`src/rtl/fifo_wr_ctrl.sv`:
```
// -----------------------------------------------------------------------------
// fifo_wr_ctrl
// Write-side pointer and flag controller for the UART async FIFOs. Everything
// here runs in the write clock domain. The binary write pointer feeds the
// write-to-read Gray synchronizer. It never steps by more than +1 per clock, so
// each Gray transfer changes a single bit. The read pointer arrives already
// synchronized, as a binary value.
//
// Optional feature macro: FIFO_WR_OVERFLOW_DET_EN
//   When this macro is defined, a sticky overflow_err flag and its overflow_clr
//   input are added.
//
// Ports:
//   clk          write-domain clock
//   rst          synchronous reset, active-high; it overrides wr_en
//   wr_en        write request from the producer
//   rd_ptr_sync  binary read pointer, synchronized into clk (ADDR_WIDTH+1 bits)
//   wr_ptr       registered binary write pointer (ADDR_WIDTH+1 bits)
//   wr_addr      RAM write address, the low ADDR_WIDTH bits of wr_ptr
//   wr_accept    combinational RAM write enable: wr_en && !full
//   full         registered full flag
//   almost_full  registered flag: level >= AFULL_THRESH
//   level        registered fill level, 0..DEPTH
//   overflow_err (macro only) sticky flag, set one cycle after wr_en && full
//   overflow_clr (macro only) clears overflow_err; a new set wins over a clear
// -----------------------------------------------------------------------------
module fifo_wr_ctrl #(
    parameter int ADDR_WIDTH   = 4,
    parameter int AFULL_THRESH = (2 ** ADDR_WIDTH) - 2
) (
    input  logic                  clk,
    input  logic                  rst,
    input  logic                  wr_en,
    input  logic [ADDR_WIDTH:0]   rd_ptr_sync,
    output logic [ADDR_WIDTH:0]   wr_ptr,
    output logic [ADDR_WIDTH-1:0] wr_addr,
    output logic                  wr_accept,
    output logic                  full,
    output logic                  almost_full,
`ifdef FIFO_WR_OVERFLOW_DET_EN
    output logic [ADDR_WIDTH:0]   level,
    output logic                  overflow_err,
    input  logic                  overflow_clr
`else
    output logic [ADDR_WIDTH:0]   level
`endif
);

    localparam int              DEPTH   = 2 ** ADDR_WIDTH;
    localparam int              PW      = ADDR_WIDTH + 1;
    localparam logic [PW-1:0]   DEPTH_P = PW'(DEPTH);
    localparam logic [PW-1:0]   AFULL_P = PW'(AFULL_THRESH);

    logic [PW-1:0] wr_ptr_r;
    logic [PW-1:0] level_r;
    logic          full_r;
    logic          almost_full_r;

    logic          wr_accept_s;
    logic [PW-1:0] wr_ptr_next_s;
    logic [PW-1:0] diff_s;
    logic [PW-1:0] level_next_s;
    logic          full_next_s;
    logic          almost_full_next_s;

    // Next-state logic. The flag "state machine" (empty/partial/afull/full) is
    // fully implied by the level, so there is no separate state register.
    always_comb begin
        wr_accept_s        = 1'b0;
        wr_ptr_next_s      = wr_ptr_r;
        diff_s             = {PW{1'b0}};
        level_next_s       = {PW{1'b0}};
        full_next_s        = 1'b0;
        almost_full_next_s = 1'b0;

        wr_accept_s   = wr_en && !full_r;
        // Modulo-2**PW arithmetic wraps the pointer with no special case.
        wr_ptr_next_s = wr_ptr_r + {{ADDR_WIDTH{1'b0}}, wr_accept_s};
        diff_s        = wr_ptr_next_s - rd_ptr_sync;

        // A diff above DEPTH can only come from a corrupt or unsynced read
        // pointer. It is treated as full, and the level saturates to DEPTH.
        if (diff_s >= DEPTH_P) begin
            full_next_s  = 1'b1;
            level_next_s = DEPTH_P;
        end else begin
            full_next_s  = 1'b0;
            level_next_s = diff_s;
        end

        if (level_next_s >= AFULL_P) begin
            almost_full_next_s = 1'b1;
        end else begin
            almost_full_next_s = 1'b0;
        end
    end

    // Pointer, level and flag registers, with synchronous reset.
    always_ff @(posedge clk) begin
        if (rst) begin
            wr_ptr_r      <= {PW{1'b0}};
            level_r       <= {PW{1'b0}};
            full_r        <= 1'b0;
            almost_full_r <= 1'b0;
        end else begin
            wr_ptr_r      <= wr_ptr_next_s;
            level_r       <= level_next_s;
            full_r        <= full_next_s;
            almost_full_r <= almost_full_next_s;
        end
    end

`ifdef FIFO_WR_OVERFLOW_DET_EN
    logic overflow_err_r;

    // Sticky overflow flag. A write attempted while full sets it, and the set
    // takes priority over a clear in the same cycle.
    always_ff @(posedge clk) begin
        if (rst) begin
            overflow_err_r <= 1'b0;
        end else if (wr_en && full_r) begin
            overflow_err_r <= 1'b1;
        end else if (overflow_clr) begin
            overflow_err_r <= 1'b0;
        end else begin
            overflow_err_r <= overflow_err_r;
        end
    end

    assign overflow_err = overflow_err_r;
`endif

    assign wr_ptr      = wr_ptr_r;
    assign wr_addr     = wr_ptr_r[ADDR_WIDTH-1:0];
    assign wr_accept   = wr_accept_s;
    assign full        = full_r;
    assign almost_full = almost_full_r;
    assign level       = level_r;

endmodule

```
`config.mk`:
```
export PLATFORM = sky130hd
export DESIGN_NAME = fifo_wr_ctrl
export DESIGN_NICKNAME = d
export VERILOG_FILES = /design/src/rtl/fifo_wr_ctrl.sv
export SDC_FILE = /design/constraint.sdc
export NUM_CORES = 1
export LEC_CHECK = 0
export CELL_PAD_IN_SITES_DETAIL_PLACEMENT = 0
export CELL_PAD_IN_SITES_GLOBAL_PLACEMENT = 1
export CORE_UTILIZATION = 29
export CTS_BUF_LIST = sky130_fd_sc_hd__clkbuf_4
export DETAILED_ROUTE_END_ITERATION = 10
export PLACE_DENSITY_LB_ADDON = 0.1
export SLEW_MARGIN = 10
export SYNTH_ARGS = -nofsm -noshare
export SYNTH_HDL_FRONTEND = slang
export SYNTH_SLANG_ARGS = --single-unit
```
`constraint.sdc`:
```
create_clock -name clk -period 2.45 [get_ports clk]
set_input_delay 0.735 -clock clk [delete_from_list [all_inputs] [get_ports clk]]
set_output_delay 0.735 -clock clk [all_outputs]
set_load 0.03 [all_outputs]
```
==> metrics.md <==
| Metric | Value |
|---|---|
| Status | completed |
| Yosys Warn Count | 0 |
| Setup CP Type | input pin to register |
| Gr busiest metal | met2 |
| Area of the multi-input gates | 418 sq um |
| Max_cap viols | 0 |
| Cell Area, Synth | 601 sq um |
| Gr usage total | 0.128 |
| CTS Sinks | 11 |
| Row count | 16 |
| Syn Nets | 73 |
| Setup TNS | 0 ns |
| CP most frequent cell | ha_4 |
| Die width | 47.5 microns |
| Port bufs | 24 |
| Cells on Worst Hold Path | 2 |
| Met2 Usage GRT | 0.211 |
| Crit path DAT | 2.56 ns |
| Peak VDD IR | 241 uV |
| Final #Nets | between 100 and 150 |
| PwrDens | 529 mW/mm^2 |
| FF-to-FF End | level[4] |
| Measured slew at the worst slew-check pin | approximately 0.31 ns |
| RSZ-0062 raised after global routing | no |
| Cell variety after synth | 25 |
| Req. time, crit path | 2.65 ns |
| Ports | 25 |
| Gpl congestion | 0.711 |
| F_max | approximately 420 MHz |
| Die area | roughly 0.0023 sq mm |
| Largest net degree at the start of global routing | 8 |
| P_leak | ~0.00042 uW |
| Via count | 478 |
| Detailed Route WL | 1.19 mm |
| Fill cell count | 209 |
| Critical Path End | level[4] |
| Initial core utilization | 0.306 |
| Max Transition Viols Final | 0 |
| Slowest cell on crit path | ha_4 |
| Cells on worst reg2reg path | 9 |
| Worst slack at placement | -0.579 ns |
| Critical path buffers and inverters | 1 |
| Final hold vios | 0 |
| FF/Latch Area | 220 sq um |
| Critical path, cell by cell | clkdlybuf4s15_1 -> nor2b_4 -> ha_4 -> ha_4 -> xor2_4 -> ha_4 -> a21o_1 -> a21oi_4 -> xnor2_4 -> nor2b_1 |
| Initial antenna violation count | 0 |
| Top FF cell, synth | dfxtp_1 |
| First-pass GRT wire length | 1.91 mm |
| Htree depth | 1 |
| Total Power | 544 uW |
| Area Overhead vs Synth | 71.3% |
| R2R Setup Slk | 0.39 ns |
| Die height | around 48 microns |
| #FFs+latches synth | 11 |
| Core outline area | ~0.0020 sq mm |
| Worst-path clk slew | around 0.07 ns |
| CP max FO | 5 |
| Worst skew pair latency | 0.26 ns |
| Clk root buf | clkbuf_4 |
| Tmin final | 2.36 ns |
| Post-DRT Antenna Nets | 0 |
| Worst setup margin | around 0.092 ns |
| Crit-path leading delay family | adder cells |
| Levels on crit path | 10 |
| EDFF count, synth | 0 |
| M1 GR Usage | 0.152 |
| Final worst-path cycle share | 0.962 |
| DR WL/cell | 10.3 microns |
| CTS Buf Count | 3 |
| Vias in the first global route | 448 |
| Setup Viol. Count Final | 0 |
| Worst setup path startpoint | wr_en |
| Initial drt markers | 6 |
| Max stage delay on crit path | 0.27 ns |
| Kind of end point of the critical path | register |
| Residual DRC | 0 |
| Pre-antenna DRT Iters | 2 |
| RR Startpoint | level[4] |
| Slew HR | 0.792 |
| Gr ovfl total | 0 |
| Clock skew | roughly 0.002 ns |
| M3 GR Usage | 0.0340 |
| Startpoint Class | input pin |
| CTS tree | built |
| Max Root-Sink Buffers | 2 |
| HP Class | register to register |
| Antenna cells | 0 |
| Mapped Avg Cell Area | 10.4 sq um |
| Fin util | 0.524 |
| Post-Synthesis Cells | 58 |
| Share of cells above drive strength 1 | 0.315 |
| Hold WS | approximately 0.56 ns |
| Via density per instance | 4.12 |
| Register area share after synthesis | 0.367 |
| Dpl hpwl | slightly above 900 microns |
| Ys async rst share | 0 |
cells in the mapped netlist (2+ instances only):
| master | n | share of area |
|---|---|---|
| xnor2_1 | 3 | 0.044 |
| ha_1 | 6 | 0.12 |
| xor2_1 | 2 | 0.029 |
| nor3_1 | 3 | 0.025 |
| dfxtp_1 | 11 | 0.37 |
| nor2_1 | 2 | 0.013 |
| buf_4 | 5 | 0.063 |
| nor2b_1 | 5 | 0.052 |
| inv_1 | 5 | 0.031 |
sequential cells by signal, summed over array words and instances (netlist names):
register / flops
wr_ptr: 5
level: 5
almost_full: 1
cell families after synthesis:
logic type | count (synthesis) | synth area share
buf+inv | 11 | 0.100
fa+ha+maj | 7 | 0.158
xor+xnor | 7 | 0.142
flops | 11 | 0.367
simple gates | 17 | 0.175
compound gates | 5 | 0.0583
cell usage in the layout (no fill, tap or decap), types with 2 or more instances in the layout:
master and n:
buf_4 10, xnor2_1 3, ha_4 4, clkdlybuf4s50_1 22, dfxtp_1 11, nor2_1 2
ha_1 2, clkbuf_4 4, nor3_1 3, inv_1 3, nor2b_1 4
where the power goes:
group	total (uW)	internal, uW	leakage (uW)	switching (uW)
Clock	131	73.9	0.0000184	57.2
Combinational	209	107	0.000312	103
Sequential	203	194	0.0000902	9.24
Total	544	374	0.000421	169
worst min-delay path by stage:
stage	from	end	slack (ns)
finish	wr_ptr[4]	wr_ptr[4]	0.56
global route	wr_ptr[4]	wr_ptr[4]	0.64
CTS	wr_ptr[4]	wr_ptr[4]	0.56
detailed placement	wr_ptr[4]	wr_ptr[4]	0.54
global placement	wr_ptr[4]	wr_ptr[4]	0.53
floorplan	wr_ptr[4]	wr_ptr[4]	0.68
worst min-delay path: cells and delay by family, from the launching register on:
family,cells,cell delay (ns)
DFF,1,0.36
xor gates and xnor gates,1,0.09
and+or+nand+nor,1,0.07
metrics by stage:
stage	cell area, sq um	cells
2_1_floorplan	648	58
3_3_place_gp	923	109
3_5_place_dp	923	109
4_1_cts	1010	115
5_1_grt	1030	116
6_report	1030	116
layout make-up:
class                   instances  area share
well taps                      27      0.0328
flip-flops and latches         11       0.214
inverters                       5      0.0207
clock buffers                   4      0.0292
multi-input cells              36       0.406
repair buffers                 33       0.297
timing repair:
action,4_1_cts,5_1_grt
setup buffers,2,1
endpoints found under the setup margin,6,6
pin swaps,6,6
gates resized for setup,7,2
hold buffers,0,0
routing by layer:
metal  part of all wire  up-vias
met1               0.42      215
li1                   -      247
met4                  0        0
met5                  0        -
met3              0.039        0
met2               0.54       16
(Power assumes the default switching activity.)
